**src/rtl/sb_pkg.sv**
```systemverilog
// Shared definitions for the register write scoreboard.
// The decoder also uses the LAT_* constants to drive issue_lat.
package sb_pkg;

  localparam int NREG = 8;
  localparam int AW   = 3;
  localparam int LATW = 3;

  typedef logic [LATW-1:0] lat_t;
  typedef logic [AW-1:0]   reg_idx_t;

  // Producer latencies: cycles until a result can be forwarded.
  localparam lat_t LAT_ALU  = 3'd0;
  localparam lat_t LAT_LOAD = 3'd1;
  localparam lat_t LAT_MUL  = 3'd4;

  // Operation a single counter performs on the next edge.
  typedef enum logic [1:0] {
    CNT_HOLD  = 2'd0,
    CNT_DEC   = 2'd1,
    CNT_CLEAR = 2'd2,
    CNT_SET   = 2'd3
  } cnt_op_e;

  // A register is pending while its counter is non-zero.
  function automatic logic is_pending(input lat_t c);
    return c != '0;
  endfunction

endpackage

```
**src/rtl/sb_entry.sv**
```systemverilog
// One scoreboard counter: a new record overrides an early writeback,
// which overrides the normal per-cycle countdown.
module sb_entry
  import sb_pkg::*;
(
  input  logic clk,
  input  logic rst,
  input  logic set,
  input  lat_t set_val,
  input  logic clr,
  output lat_t cnt,
  output lat_t cnt_next
);

  lat_t    cnt_q;
  lat_t    cnt_d;
  cnt_op_e op;

  // Choose this cycle's counter operation in priority order.
  always_comb begin
    op = CNT_HOLD;
    if (set) begin
      op = CNT_SET;
    end else if (clr && is_pending(cnt_q)) begin
      op = CNT_CLEAR;
    end else if (is_pending(cnt_q)) begin
      op = CNT_DEC;
    end
  end

  // Compute the next counter value from the chosen operation.
  always_comb begin
    cnt_d = cnt_q;
    unique case (op)
      CNT_SET:   cnt_d = set_val;
      CNT_CLEAR: cnt_d = '0;
      CNT_DEC:   cnt_d = cnt_q - 1'b1;
      CNT_HOLD:  cnt_d = cnt_q;
    endcase
  end

  // Counter register with synchronous reset.
  always_ff @(posedge clk) begin
    if (rst) begin
      cnt_q <= '0;
    end else begin
      cnt_q <= cnt_d;
    end
  end

  assign cnt      = cnt_q;
  assign cnt_next = cnt_d;

endmodule

```
**src/rtl/reg_scoreboard.sv**
```systemverilog
// Writer-side hazard tracker: one countdown per architectural register,
// a combinational stall for RAW/WAW hazards against the ID instruction,
// and registered busy/idle status.
module reg_scoreboard
  import sb_pkg::*;
(
  input  logic            clk,
  input  logic            rst,
  input  logic            issue_valid,
  input  logic            issue_wr,
  input  logic [AW-1:0]   issue_rd,
  input  logic [LATW-1:0] issue_lat,
  input  logic            flush,
  input  logic [AW-1:0]   rs1,
  input  logic [AW-1:0]   rs2,
  input  logic            use_rs1,
  input  logic            use_rs2,
  input  logic            wb_valid,
  input  logic [AW-1:0]   wb_rd,
  output logic            stall,
  output logic [NREG-1:0] busy,
  output logic            idle
);

  lat_t            cnt      [NREG];
  lat_t            cnt_next [NREG];
  logic [NREG-1:0] set_vec;
  logic [NREG-1:0] clr_vec;
  logic            raw;
  logic            waw;
  logic            accept;
  logic [NREG-1:0] busy_d;
  logic [NREG-1:0] busy_q;
  logic            idle_d;
  logic            idle_q;

  // Hazard detection and the decision to record the ID instruction's write.
  always_comb begin
    raw    = (use_rs1 && is_pending(cnt[rs1])) ||
             (use_rs2 && is_pending(cnt[rs2]));
    waw    = issue_valid && issue_wr && (cnt[issue_rd] > issue_lat);
    stall  = issue_valid && !flush && (raw || waw);
    accept = issue_valid && !flush && !stall && issue_wr && (issue_lat != '0);
  end

  // Decode the record and early-writeback targets into one-hot strobes.
  always_comb begin
    set_vec = '0;
    clr_vec = '0;
    if (accept) begin
      set_vec[issue_rd] = 1'b1;
    end
    if (wb_valid) begin
      clr_vec[wb_rd] = 1'b1;
    end
  end

  for (genvar i = 0; i < NREG; i++) begin : g_entry
    sb_entry u_entry (
      .clk      (clk),
      .rst      (rst),
      .set      (set_vec[i]),
      .set_val  (issue_lat),
      .clr      (clr_vec[i]),
      .cnt      (cnt[i]),
      .cnt_next (cnt_next[i])
    );
  end

  // Status follows the counters' next values so it lines up with them.
  always_comb begin
    busy_d = '0;
    for (int i = 0; i < NREG; i++) begin
      busy_d[i] = is_pending(cnt_next[i]);
    end
    idle_d = (busy_d == '0);
  end

  // Busy/idle status registers.
  always_ff @(posedge clk) begin
    if (rst) begin
      busy_q <= '0;
      idle_q <= 1'b1;
    end else begin
      busy_q <= busy_d;
      idle_q <= idle_d;
    end
  end

  assign busy = busy_q;
  assign idle = idle_q;

endmodule
```
**config.mk**
```make
export PLATFORM = sky130hd
export DESIGN_NAME = reg_scoreboard
export DESIGN_NICKNAME = d
export VERILOG_FILES = /design/src/rtl/sb_pkg.sv /design/src/rtl/sb_entry.sv /design/src/rtl/reg_scoreboard.sv
export SDC_FILE = /design/constraint.sdc
export NUM_CORES = 1
export LEC_CHECK = 0
export CAP_MARGIN = 15
export CORE_UTILIZATION = 45
export CTS_CLUSTER_DIAMETER = 60
export DETAILED_ROUTE_END_ITERATION = 16
export PLACE_DENSITY = 0.67
export SYNTH_ARGS = -nofsm -noshare
export SYNTH_HDL_FRONTEND = slang
export SYNTH_SLANG_ARGS = --single-unit
```
**constraint.sdc**
```tcl
create_clock -name clk -period 9.71 [get_ports clk]
set_input_delay 2.4275 -clock clk [delete_from_list [all_inputs] [get_ports clk]]
set_output_delay 2.4275 -clock clk [all_outputs]
set_load 0.02 [all_outputs]
```
; After elaboration in Yosys (flattened, before gate mapping)
; Index checks and enable logic that the tools add are counted.
[totals]
regBits = 33
input_bits = 23
[classes]
addsub = 8
magnitude_cmp = 8
eq_ne = 24
n_mux = 47
n_bitwise = 3
n_reduce_logical = 51
[op_table]
columns = cell, n
row1 = case mux 3 bit (4 select lines), 8
row2 = nonzero test 3 bit, 19
row3 = "equality test 2 bit, second input constant", 16
row4 = two-way mux 2 bit, 16
row5 = binary-select mux 3 bit (select 3 bit), 3
row6 = "subtractor 3 x 1 -> 3 bit, second input constant", 8
row7 = logical AND 1 bit, 19
row8 = two-way mux 3 bit, 6
row9 = "equality test 2 x 1 -> 1 bit, second input constant", 8
row10 = logical NOT 2 bit, 8
row11 = two-way mux 8 bit, 2
row12 = ">= comparator 4 bit, second input constant", 3
row13 = NOT 3 -> 4 bit, 3
row14 = two-way mux 1 bit, 10
row15 = logical NOT 8 bit, 1
row16 = "less-than comparator 3 x 4 -> 1 bit, second input constant", 2
row17 = demux 1 bit (select 3 bit), 2
row18 = ">= comparator 3 x 1 -> 1 bit, second input constant", 2
row19 = greater-than comparator 3 bit, 1
row20 = logical NOT 1 bit, 2
row21 = logical OR 1 bit, 2

; Depth between registers and ports, before layout
; Gate-level depths: netlist of the first run.
[depth]
word_depth = 19
mapped_depth = 13
ltp_nobuf = 12

; By module
; A second synthesis of the first run with hierarchy kept.
[hier_totals]
hier_cells = 341
hier_area_um2 = 2635.0
[by_module_without_submodules]
columns = mod, instances, cells_each, area_per_inst_um2, seq_area_each_um2
row1 = sb_entry, 8, 26, 203.9, 60.1
row2 = reg_scoreboard, 1, 133, 1003.5, 180.2

; Worst setup path before layout of the first run
; No wires, ideal clock.
[synth_path]
path_kind = input port to output port
startpoint = input issue_rd[1]
endpoint = output stall
arrival_ps = 4715
required_time_ps = 7283
setup_slack_ps = 2568
path_stages = 10
cell_sequence = buf_1 -> mux4_2 -> nand2_1 -> o21ai_0 -> ha_1 -> nand2b_1 -> a21oi_1 -> a211o_1 -> a211oi_4 -> nor3b_1
[synth_via]
elab_chain_len = 8
[synth_rtl]
columns = element, line
row1 = "start, declared", reg_scoreboard.sv:11  ; input logic [AW-1:0] issue_rd,
row2 = NOT 3 -> 4 bit (implied by the code), reg_scoreboard.sv:41  ; waw = issue_valid && issue_wr && (cnt[issue_rd] > issue_lat);
row3 = binary-select mux 3 bit (select 3 bit), reg_scoreboard.sv:41
row4 = two-way mux 3 bit (implied by the code) (2 in series), reg_scoreboard.sv:41
row5 = greater-than comparator 3 bit, reg_scoreboard.sv:41
row6 = logical AND 1 bit, reg_scoreboard.sv:41
row7 = logical OR 1 bit, reg_scoreboard.sv:42  ; stall = issue_valid && !flush && (raw || waw);
row8 = logical AND 1 bit, reg_scoreboard.sv:42
row9 = "end, declared", reg_scoreboard.sv:20  ; output logic stall,
; Every way passes these cells. The select of a mux whose other input is x is not followed.

; Final worst setup path of the first run
; Same ends and word-level chain as after synthesis.

==> results.sh, run 1 <==
export IMPL_dp_cells=415
export IMPL_post_cts_buffers=0
export IMPL_hold_viol_final=0
export IMPL_crit_slowest_cell="clkdlybuf4s50_1"
export IMPL_synth_fa_ha_area_frac=0.09397
export IMPL_drt_iter0_markers=200
export IMPL_endpoint_kind="output pin"
export IMPL_min_period_ns=8.241
export IMPL_fin_area_sq_mm=0.003000
export IMPL_synth_nets=369
export IMPL_grt_ovfl_total=0
export IMPL_maxCapViolCount=0
export IMPL_grtUsageTotal=0.2528
export IMPL_p_leak_nw=1.179
export IMPL_clock_tree_root_cell="clkbuf_8"
export IMPL_fillers=500
export IMPL_grt_max_degree=35
export IMPL_ys_ff_latch=33
export IMPL_die_area_sq_mm=0.005926
export IMPL_netlist_area_sq_mm=0.002530
export IMPL_cts_hold_buf=0
export IMPL_max_freq_mhz=121.4
export IMPL_drtPass1Iterations=4
export IMPL_cts_tree="yes"
export IMPL_synth_async_sr_flop_share=0
export IMPL_routed_wl_mm=7.031
export IMPL_via_per_inst=5.903
export IMPL_drive_gt1_frac=0.1076
export IMPL_finalCritPeriodShare=0.8487
export IMPL_synth_top_family_by_area="simple AND/OR/NAND/NOR gates"
export IMPL_synth_edf_count=0
export IMPL_nets=394
export IMPL_ant_nets=0
export IMPL_synth_cells=327
export IMPL_rows=26
export IMPL_io_buffer_count=32
export IMPL_cts_buffers=5
export IMPL_combPwrFrac=0.587
export IMPL_synthXorXnorAreaFrac=0
export IMPL_synthSimpleGateAreaFrac=0.2498
export IMPL_crit_top_cell="clkdlybuf4s50_1"
export IMPL_seq_power_share=0.266
export IMPL_finalSetupViolations=0
export IMPL_grt_pass1_vias=2330
export IMPL_cts_max_path_buffers=2
export IMPL_clk_pin_slew_worst_paths_ns=0.07
export IMPL_dp_hpwl_mm=5.259
export IMPL_final_cells=423
export IMPL_hold_path_class="reg2reg"
export IMPL_drc=0
export IMPL_cts_max_level=2
export IMPL_cp_start_kind="input pin"
export IMPL_grt_antenna_before_repair=0
export IMPL_ys_warn_count=0
export IMPL_skew_ns=0.004420
export IMPL_max_slew_margin=0.3751
export IMPL_die_x_microns=76.98
export IMPL_irDropWorstVdd_mv=0.1568
export IMPL_core_sq_mm=0.005270
export IMPL_wl_per_cell_microns=16.62
export IMPL_critical_path_required_ns=7.28
export IMPL_final_util=0.5693
export IMPL_die_h_microns=76.98
export IMPL_io_pins=33
export IMPL_start_util=0.4801
export IMPL_synth_mux_area_frac=0.1276
export IMPL_switching_power_mw=0.4190
export IMPL_sw_frac_of_total=0.4422
export IMPL_synth_seq_area_share=0.2611
export IMPL_cts_repair_resized=0
export IMPL_area_growth_synth_to_final_pct=18.60
export IMPL_max_stage_delay_ns=0.82
export IMPL_status="finished, final reports clean"
export IMPL_place_area_sq_mm=0.002884
export IMPL_worst_pin_slew_ns=0.9354
export IMPL_gp_congestion=0.9024
export IMPL_synth_main_ff_cell="dfxtp_1"
export IMPL_path_cells="clkdlybuf4s50_1 -> mux4_2 -> nand2_1 -> o21ai_0 -> ha_1 -> nand2b_1 -> a21oi_1 -> a211o_1 -> a211oi_4 -> nor3b_1 -> clkdlybuf4s50_1"
export IMPL_ys_types=48
export IMPL_cellPowerDensity_mw_per_mm2=315.8
export IMPL_grt_pass1_wl_mm=11.59
export IMPL_drv_slew=0
export IMPL_clkLatencyLatePin_ns=0.30
export IMPL_p_clk_frac=0.147
export IMPL_rsz0062_at_grt="no"
export IMPL_critPathKind="in2out"
export IMPL_arrival_ns=5.81
export IMPL_clock_sinks=33
export IMPL_diodes=0
export IMPL_path_max_fanout=14
export IMPL_power_internal_mw=0.5286
export IMPL_synth_compound_area_frac=0.1973
export IMPL_tns_ns=0
export IMPL_vias=2497
export IMPL_avgSynthCellArea_sq_um=7.737
-- worst max-delay path, delay by kind of cell --
family | cells | cell delay, ns
AO/OA/AOI/OAI | 4 | 0.86
adder cells (fa/ha/maj) | 1 | 0.31
buffers and inverters | 2 | 1.37
multiplexers | 1 | 0.58
AND/OR/NAND/NOR | 3 | 0.27
-- sequential cells by signal, indices dropped and copies added (netlist names) --
| register | cells |
|---|---|
| idle | 1 |
| g_entry.u_entry.cnt | 24 |
| busy | 8 |
-- power groups by stage --
stage	clock network, mW	logic (mW)	registers [mW]
CTS	0.140	0.553	0.250
finish	0.139	0.557	0.252
global route	0.148	0.634	0.260
floorplan	0	0.403	0.253
global placement	0	0.538	0.252
detailed placement	0	0.550	0.253
-- cell type report --
cell class | instances | area, sq um | share of cell area
Multi-Input combinational cell | 248 | 1692 | 0.5638
Sequential cell | 33 | 660.6 | 0.2202
Timing Repair Buffer | 33 | 327.8 | 0.1093
Inverter | 31 | 116.4 | 0.03878
Tap cell | 70 | 87.58 | 0.02919
Clock buffer | 7 | 86.33 | 0.02877
Clock inverter | 1 | 30.03 | 0.01001
-- Yosys cell counts (all sizes together) (3+ instances only) --
| library cell | count | area [sq um] |
|---|---|---|
| buf | 3 | 16.26 |
| nand4 | 10 | 62.56 |
| and3 | 3 | 18.77 |
| nor3 | 34 | 175.2 |
| inv | 31 | 116.4 |
| a211oi | 4 | 42.54 |
| clkbuf | 12 | 45.04 |
| nand2 | 14 | 52.55 |
| nor3b | 4 | 30.03 |
| ha | 19 | 237.7 |
| or3 | 4 | 25.02 |
| o21ai | 10 | 50.05 |
| a311oi | 3 | 26.28 |
| dfxtp | 33 | 660.6 |
| nor2 | 36 | 135.1 |
| mux2i | 3 | 30.03 |
| a31oi | 7 | 43.79 |
| nand2b | 6 | 37.54 |
| nor2b | 5 | 31.28 |
| a21oi | 34 | 170.2 |
| mux2 | 22 | 247.7 |
-- cells by family (layout without fill, tap and decap cells) --
kind of cell,Yosys count,in the layout
adder cells (fa/ha/maj),19,19
flip-flops,33,33
AO/OA/AOI/OAI,78,78
buffers and inverters,46,72
multiplexers,27,27
AND/OR/NAND/NOR,124,124
-- placed cells by master (no fill, tap or decap), types with 4 or more instances in the layout --
cell | Yosys | layout
nor3_1 | 33 | 33
mux2_2 | 22 | 22
nand2_1 | 14 | 14
inv_1 | 31 | 31
or3_1 | 4 | 4
a21oi_1 | 34 | 34
o21ai_0 | 10 | 10
nor2_1 | 36 | 36
clkbuf_8 | 0 | 6
ha_1 | 19 | 19
clkdlybuf4s50_1 | 0 | 32
nor3b_1 | 4 | 4
nand4_1 | 10 | 10
nand2b_1 | 6 | 6
nor2b_1 | 5 | 5
a31oi_1 | 7 | 7
dfxtp_1 | 33 | 33
-- worst paths after layout --
path              cells past startpoint  slack (ns)                      start                         to
setup reg to reg                     10        6.65  g_entry[6].u_entry.cnt[1]  g_entry[6].u_entry.cnt[1]
setup / recovery                     11        1.47                issue_rd[1]                      stall
hold reg to reg                       2        0.57  g_entry[5].u_entry.cnt[2]  g_entry[5].u_entry.cnt[2]
hold / removal                        2        0.57  g_entry[5].u_entry.cnt[2]  g_entry[5].u_entry.cnt[2]
-- per-layer routing --
| metal | vias up | global-route usage | share of wire |
|---|---|---|---|
| li1 | 1243 | - | - |
| met1 | 1174 | 0.3379 | 0.47 |
| met2 | 70 | 0.4000 | 0.45 |
| met3 | 10 | 0.05119 | 0.066 |
| met4 | 0 | 0.09245 | 0.017 |
| met5 | - | 0 | 0 |
-- metrics by stage --
step	power [mW]	hold slack (ns)	worst slack [ns]
after detailed placement	0.8033	0.5611	1.509
final	0.9476	0.5741	1.469
after global placement	0.7901	0.5499	1.590
after floorplan	0.6564	0.5212	2.568
after CTS	0.9427	0.5709	1.492
after global routing	1.042	0.6467	1.243
Note: power is estimated with default switching activity, not from simulation.
==> inputs of run 2 (changes only) <==
clock period = 7.8 ns   (was 9.71 ns; I/O delays follow)
==> results of run 2 <==
Same layout as run 1 (identical final DEF). Status: finished, final reports clean.
Main changes from that run: setup slack after placement 1.509 ns -> 0.5541 ns; setup slack after layout 1.469 ns -> 0.5144 ns; register-to-register setup slack 6.65 ns -> 4.74 ns; total power 0.9476 mW -> 1.180 mW; worst IR drop on VDD 0.1568 mV -> 0.1952 mV
==> inputs of run 3 (changes only) <==
ABC_AREA = 1   (was not set)
CTS_CLUSTER_SIZE = 12   (was not set)
SKIP_CTS_REPAIR_TIMING = 1   (was not set)
==> results.sh, run 3 <==
export IMPL_status="finished, final reports clean"
export IMPL_netlist_area_sq_mm=0.002494
export IMPL_drtPass1Iterations=4
export IMPL_synth_compound_area_frac=0.1274
export IMPL_cts_buffers=5
export IMPL_synth_fa_ha_area_frac=0.09533
export IMPL_clkLatencyLatePin_ns=0.29
export IMPL_critical_path_required_ns=5.85
export IMPL_clock_tree_root_cell="clkbuf_8"
export IMPL_start_util=0.4761
export IMPL_synth_top_family_by_area="simple AND/OR/NAND/NOR gates"
export IMPL_ys_warn_count=0
export IMPL_ant_nets=0
export IMPL_nets=478
export IMPL_io_buffer_count=32
export IMPL_ff2ff_setup_slack_ns=4.71
export IMPL_via_per_inst=5.276
export IMPL_ys_top_cells_by_count="nand2_1 (109), inv_1 (63), nor2_1 (55)"
export IMPL_grt_antenna_before_repair=0
export IMPL_endpoint_kind="output pin"
export IMPL_p_leak_nw=1.427
export IMPL_finalSetupViolations=0
export IMPL_largest_reg_flops=24
export IMPL_finalCritPeriodShare=0.8919
export IMPL_drv_slew=0
export IMPL_ys_ff_latch=33
export IMPL_rr_startpoint="g_entry[3].u_entry.cnt[2]"
export IMPL_most_common_layout_cells="nand2_1 (109), inv_1 (63), nor2_1 (55)"
export IMPL_synth_nets=445
export IMPL_synth_most_common_cell="nand2_1"
export IMPL_synth_main_ff_cell="dfxtp_1"
export IMPL_synth_edf_count=0
export IMPL_cts_max_path_buffers=2
export IMPL_vias=2675
export IMPL_dp_hpwl_mm=5.611
export IMPL_core_sq_mm=0.005238
export IMPL_diodes=0
export IMPL_ys_types=29
export IMPL_dpl_worst_slack_ns=0.8717
export IMPL_hold_viol_final=0
export IMPL_rsz0062_at_grt="no"
export IMPL_synth_top_area_frac=0.2649
export IMPL_cts_tree="yes"
export IMPL_arrival_ns=5.01
export IMPL_synthSimpleGateAreaFrac=0.3919
export IMPL_die_h_microns=76.44
export IMPL_cp_startpoint="issue_rd[0]"
export IMPL_r2r_end="idle"
export IMPL_rows=26
export IMPL_avgSynthCellArea_sq_um=6.188
export IMPL_synth_async_sr_flop_share=0
export IMPL_area_growth_synth_to_final_pct=19.07
export IMPL_path_max_fanout=5
export IMPL_grt_max_degree=26
export IMPL_gp_congestion=0.9302
export IMPL_io_pins=33
export IMPL_cellPowerDensity_mw_per_mm2=469.6
export IMPL_die_area_sq_mm=0.005843
export IMPL_grt_ovfl_total=0
export IMPL_routed_wl_mm=7.118
export IMPL_skew_ns=0.008532
export IMPL_min_period_ns=6.957
export IMPL_clock_sinks=33
export IMPL_cts_max_level=2
export IMPL_clk_pin_slew_worst_paths_ns=0.07
export IMPL_grt_pass1_vias=2477
export IMPL_drc=0
export IMPL_worst_pin_slew_ns=0.8924
export IMPL_synth_cells=403
export IMPL_yosysTopAreaCell="dfxtp_1"
export IMPL_drive_gt1_frac=0.04119
export IMPL_die_x_microns=76.44
export IMPL_synth_area_leaders="dfxtp_1 (26%), nand2_1 (16%), ha_1 (9.5%)"
export IMPL_final_common_cell="nand2_1"
export IMPL_hold_path_class="reg2reg"
export IMPL_whs_ns=0.7688
export IMPL_tns_ns=0
export IMPL_grtUsageTotal=0.2596
export IMPL_cp_start_kind="input pin"
export IMPL_wl_per_cell_microns=14.04
export IMPL_reg2reg_depth=18
export IMPL_critPathKind="in2out"
export IMPL_drt_iter0_markers=226
export IMPL_maxCapViolCount=0
export IMPL_synth_seq_area_share=0.2649
export IMPL_synthXorXnorAreaFrac=0
export IMPL_max_freq_mhz=143.7
export IMPL_grt_pass1_wl_mm=11.95
export IMPL_max_slew_margin=0.4032
export IMPL_synth_mux_area_frac=0
export IMPL_worstSetupEndpoint="stall"
export IMPL_irDropWorstVdd_mv=0.2475
export IMPL_fin_ws_ns=0.8433
## run 3: area by class of cell
cell class | count | area, sq um
Timing Repair Buffer | 32 | 320.3
Sequential cell | 33 | 660.6
Multi-Input combinational cell | 297 | 1533
Clock buffer | 7 | 86.33
Clock inverter | 1 | 30.03
Inverter | 67 | 251.5
Tap cell | 70 | 87.58
Fill cell | 523 | 2268
## run 3: routing by layer
metal	share of wire	GRT usage	vias up
li1	-	-	1369
met1	0.49	0.3740	1205
met2	0.42	0.3847	86
met3	0.069	0.04431	15
met4	0.017	0.09231	0
met5	0	0	-
## run 3: cells by family after synthesis
family,count (synthesis)
compound gates,52
buf+inv,73
fa+ha+maj,19
simple gates,226
flops,33
## run 3: power by group
part           switching (mW)  total (mW)  leakage, nW  internal [mW]
registers              0.0665       0.324        0.275          0.257
clock network          0.0637       0.168       0.0585          0.104
logic                   0.560       0.903         1.09          0.343
## run 3: worst max-delay path, stage by stage
cell and delay [ns]:
clkdlybuf4s50_1 0.56, inv_1 0.11, nor3_1 0.50, inv_1 0.12, o22ai_1 0.18, a221oi_1 0.06
o2111ai_1 0.13, ha_1 0.18, nand2_1 0.05, o21ai_0 0.16, nand4_1 0.15, nand3_4 0.16
nand2_1 0.06, inv_1 0.05, clkdlybuf4s50_1 0.59
## run 3: worst min-delay path by stage
stage	startpoint	end	slack, ns	cells past startpoint
2_1_floorplan	g_entry[5].u_entry.cnt[0]	g_entry[5].u_entry.cnt[0]	0.66	5
3_3_place_gp	g_entry[1].u_entry.cnt[0]	g_entry[1].u_entry.cnt[0]	0.73	5
3_5_place_dp	g_entry[1].u_entry.cnt[0]	g_entry[1].u_entry.cnt[0]	0.75	6
4_1_cts	g_entry[1].u_entry.cnt[0]	g_entry[1].u_entry.cnt[0]	0.76	6
5_1_grt	g_entry[1].u_entry.cnt[0]	g_entry[1].u_entry.cnt[0]	0.85	6
6_report	g_entry[1].u_entry.cnt[0]	g_entry[1].u_entry.cnt[0]	0.77	6
## run 3: stage by stage
step           cells  cell area [sq um]  power [mW]  utilization
6_report         507               2969       1.394       0.5669
2_1_floorplan    403               2494      0.9656            -
4_1_cts          507               2969       1.386       0.5669
5_1_grt          507               2969       1.558       0.5669
3_5_place_dp     499               2853       1.207       0.5447
3_3_place_gp     499               2853       1.192       0.5447
==> patch 1, RTL diff (config.mk and constraints of run 2) <==
Change the package constant `AW` from 3 to 2.
--- a/src/rtl/sb_pkg.sv
+++ b/src/rtl/sb_pkg.sv
@@ -3,7 +3,7 @@
 package sb_pkg;
 
   localparam int NREG = 8;
-  localparam int AW   = 3;
+  localparam int AW   = 2;
   localparam int LATW = 3;
 
   typedef logic [LATW-1:0] lat_t;
Ports: changed (resized issue_rd, rs1, rs2 and wb_rd); port bits go from 33 to 29. No check against the original RTL was run, so the function may have changed too.
==> patch 1 against run 2 <==
Critical path depth shrank 2. Final cell count decreased by 24%. Combinational power fell by 31%. Worst hold slack worse by 0.089 ns. Wire length shrank 38%. Design area shrank 18%. Largest cell class unchanged. Sequential power down 14%. Worst setup slack better by 0.30 ns. First-iteration DRC count fell by 51%. Global-route usage decreased by 5.9 points. Power fell by 26%. Die area shrank 18%. Area after synthesis decreased by 19%. Sequential cell count unchanged.
==> patch 1: results (changes against run 2) <==
[power_and_ir_drop]
powerDensity_mw_per_mm2=357  ; -9.3%
p_clk_share_pct=14.9  ; +0.2 points
peakVddDrop_mv=0.175  ; -10%
p_leak_nw=1.03  ; -13%
switchingPower_w=0.000361  ; -31%

[synthesis]
synth_common_cells=34 x nor2_1, 33 x dfxtp_1, 33 x inv_1, 23 x ha_1, 15 x a21oi_1
synth_fa_ha_area_share_pct=14.0  ; +4.6 points
muxShareOfSynthArea_pct=4.75  ; -8.0 points
synth_area_leaders=dfxtp_1 32%, ha_1 14%, nor2_1 6.2%
synthCells=244  ; -25%
synthXorXnorAreaFrac_pct=1.28  ; +1.3 points
ys_types=44  ; -8.3%
synthesis.nets=286  ; -22%
synth-compound-area-share_pct=15.0  ; -4.7 points
ys_seq_area_share_pct=32.2  ; +6.1 points

[setup_path]
rrSetupSlack_ns=4.98  ; +0.24 ns
cp_slowest_cell=clkdlybuf4s50_1
rr_worst_depth=8  ; -2
cpPeakStageDelay_ns=0.64  ; -0.18 ns
critPathArrivalTime_ns=5.03  ; -0.31 ns
crit_start=issue_rd[0]
cp_max_fo=7  ; -7
rr_endpoint=idle
rr_startpoint=g_entry[0].u_entry.cnt[1]

[hold_path]
hold_path_depth=2  ; unchanged
min_to=g_entry[4].u_entry.cnt[1]
hold_start=g_entry[4].u_entry.cnt[1]
hold_path.class=reg -> reg

[sta]
clock_skew_ns=0.00490  ; +0.000485 ns
hold_ws_ns=0.486  ; -0.0886 ns
tightest_slew_ns=0.553  ; -0.382 ns
fin_ws_ns=0.817  ; +0.303 ns

[clock_network]
htreeDepth=2  ; unchanged
insertion_delay_ns=0.29
clk_pin_slew_ns=0.06
cts_buffer_depth=2  ; unchanged

[global_route]
grt_pass1_vias=1577  ; -32%
grt_max_degree=34  ; -2.9%
grt_util_all_layers_pct=19.3  ; -5.9 points
grt_pass1_wl_mm=7.46  ; -36%

[place]
place.gp.congestion=0.912  ; +1.0%
io_buffer_count=28  ; -13%
dp_slack_ns=0.829  ; +0.275 ns
placed_cell_area_mm2=0.00237  ; -18%
post-dp-hpwl_mm=3.25  ; -38%
placed_cells=316  ; -24%

[route]
drt-initial-drc-count=99  ; -51%
wl_per_cell_um=13.4  ; -19%
wl_mm=4.34  ; -38%
vias_per_cell=5.51  ; -6.7%

[status]
status=finished clean

[cells_and_area]
finalNetCount=313  ; -21%
drive_gt1_share_pct=7.38  ; -3.4 points

patch 1: changes by cell type after synthesis, moves of 8 or more:
cell,run 2,this run
a211oi_1,3,13
a21oi_1,34,15
mux2_2,22,0
nand2_1,14,5
nand4_1,10,2
nor3_1,33,14
patch 1: power groups by stage:
| stage | combinational (W) | clock, W | sequential (W) |
|---|---|---|---|
| floorplan | 0.000335 | 0 | 0.000282 |
| global placement | 0.000469 | 0 | 0.000271 |
| detailed placement | 0.000475 | 0 | 0.000272 |
| CTS | 0.000479 | 0.000134 | 0.000269 |
| global route | 0.000544 | 0.000141 | 0.000278 |
| finish | 0.000477 | 0.000130 | 0.000269 |
patch 1: cell type report:
type,count,area [um^2]
fill,441,1930
sequential,33,661
timing repair buffer,29,288
multi-input combinational,169,1230
clock buffer,7,86.3
inverter,33,124
tap,52,65.1
patch 1: routing by layer:
layer  GRT usage, %  wire [um]  up-vias
met5              0          0        -
met4           6.80         81        0
met3           4.36        132       11
met2           27.2       1860       34
met1           28.7       2260      819
li1               -          -      915
==> patch 2, RTL diff (flow settings as in run 2) <==
Without the edit above. Make the reset (`rst`) asynchronous in 2 clocked blocks. Comments in the files are not updated.
--- a/src/rtl/sb_entry.sv
+++ b/src/rtl/sb_entry.sv
@@ -40,7 +40,7 @@
   end
 
   // Counter register with synchronous reset.
-  always_ff @(posedge clk) begin
+  always_ff @(posedge clk or posedge rst) begin
     if (rst) begin
       cnt_q <= '0;
     end else begin
--- a/src/rtl/reg_scoreboard.sv
+++ b/src/rtl/reg_scoreboard.sv
@@ -77,7 +77,7 @@
   end
 
   // Busy/idle status registers.
-  always_ff @(posedge clk) begin
+  always_ff @(posedge clk or posedge rst) begin
     if (rst) begin
       busy_q <= '0;
       idle_q <= 1'b1;
Check against the original RTL: differs if rst is asserted again (counterexample within 4 cycles, from zero or initial values and one cycle with rst high); with rst held inactive, the same outputs for 4 cycles.
==> patch 2 against run 2 <==
Sequential cell count did not move. Largest power group unchanged. Sequential power increased by 14%. Global-route usage down 2.4 points. Worst hold slack improved by 0.041 ns. Via count down 9.1%. Combinational power fell by 7.6%. Wire length is 7.9% lower. Design area increased by 1.2%. Area after synthesis rose by 1.6%. Utilization fell by 1.8 points. Power down 4.1%. Worst setup slack improved by 0.14 ns. Clock skew shrank 0.0017 ns.
==> patch 2: results (changes against run 2) <==
[status]
status=finished clean

[place]
post-dp-hpwl_mm=4.95  ; -5.8%
io_buffer_count=32  ; unchanged
placed_cell_area_mm2=0.00295  ; +2.3%
place.gp.congestion=0.876  ; -2.9%
dp_slack_ns=0.680  ; +0.126 ns

[synthesis]
synth_ff_type=dfrtp_1
synth_common_cells=32 x dfrtp_1, 28 x a21oi_1, 28 x inv_1, 27 x nor3_1, 25 x mux2i_1
synth_area_per_cell_um2=8.77  ; +13%
ys_types=45  ; -6.3%
async_flop_share_pct=100  ; +100 points
ys_seq_area_share_pct=32.2  ; +6.1 points
yosysWarnings=0  ; unchanged
synth_area_leaders=dfrtp_1 31%, mux2i_1 9.7%, ha_1 9.3%
synthesis.nets=335  ; -9.2%

[sta]
hold_ws_ns=0.615  ; +0.0410 ns
slew-limit-headroom_pct=21.5  ; -16 points
clock_skew_ns=0.00269  ; -0.00173 ns
period_needed_ns=7.14  ; -0.142 ns

[power_and_ir_drop]
p_leak_nw=1.21  ; +2.8%
comb_power_share_pct=56.6  ; -2.1 points
peakVddDrop_mv=0.171  ; -12%
seqPwrFrac_pct=31.7  ; +5.1 points
powerDensity_mw_per_mm2=373  ; -5.2%
switchingPower_w=0.000506  ; -2.9%

[clock_network]
insertion_delay_ns=0.28  ; -0.02 ns
cts_root_buf=clkbuf_8
ctsResizeCount=0  ; unchanged
clk_pin_slew_ns=0.07  ; about the same
htreeDepth=2  ; unchanged

[route]
drt-initial-drc-count=160  ; -20%
met1_length_mm=3.04  ; -7.3%
wl_mm=6.47  ; -7.9%
highest_layer=met4
vias_per_cell=5.76  ; -2.4%
wl_met3_um=284  ; -39%
wl_met2_mm=3.08  ; -2.6%

[hold_path]
hold_start=g_entry[6].u_entry.cnt[2]
min_to=g_entry[6].u_entry.cnt[2]

[global_route]
grt_pass1_wl_mm=10.6  ; -8.7%
grt_pass1_vias=2146  ; -7.9%
gr-usage-met2_pct=37.2  ; -2.8 points
grt_util_all_layers_pct=22.9  ; -2.4 points
grt.met1_usage_pct=31.4  ; -2.4 points
met3_usage_pct=3.76  ; -1.4 points
grt_max_degree=34  ; -2.9%
antenna_found_initial=0  ; unchanged

[setup_path]
cp_max_fo=13  ; -1
critPathArrivalTime_ns=5.19  ; -0.15 ns
rr_endpoint=g_entry[3].u_entry.cnt[1]
crit_start=issue_rd[1]
rr_startpoint=g_entry[7].u_entry.cnt[1]
rrSetupSlack_ns=4.77  ; +0.03 ns
rr_worst_depth=10  ; unchanged

[cells_and_area]
fillers=517  ; +3.4%
instances_no_fill=394  ; -6.9%
diodes=0  ; unchanged
finalNetCount=364  ; -7.6%
drive_gt1_share_pct=9.32  ; -1.4 points
largest_register_ffs=24  ; unchanged

[patch 2: worst max-delay path, cell delays in order]
cell	delay (ns)
clkdlybuf4s50_1	0.76
mux4_2	0.57
mux2_2	0.28
ha_1	0.28
nor2b_1	0.14
o21a_1	0.15
o21ai_0	0.18
o211ai_2	0.12
nor2_1	0.15
nor3b_1	0.07
clkdlybuf4s50_1	0.53
[patch 2: area by class of cell]
class | count | area [um^2] | area share, %
multi-input cells | 217 | 1580 | 52.1
flip-flops and latches | 33 | 827 | 27.2
repair buffers | 34 | 335 | 11.0
inverters | 31 | 116 | 3.83
well taps | 72 | 90.1 | 2.97
clock buffers | 7 | 86.3 | 2.84
[patch 2: kinds of logic after synthesis]
group	count (synthesis)	share of synthesized area (%)
flops	33	32.2
mux	30	13.7
buf+inv	43	6.33
simple gates	104	22.6
compound gates	64	16.0
fa+ha+maj	19	9.25
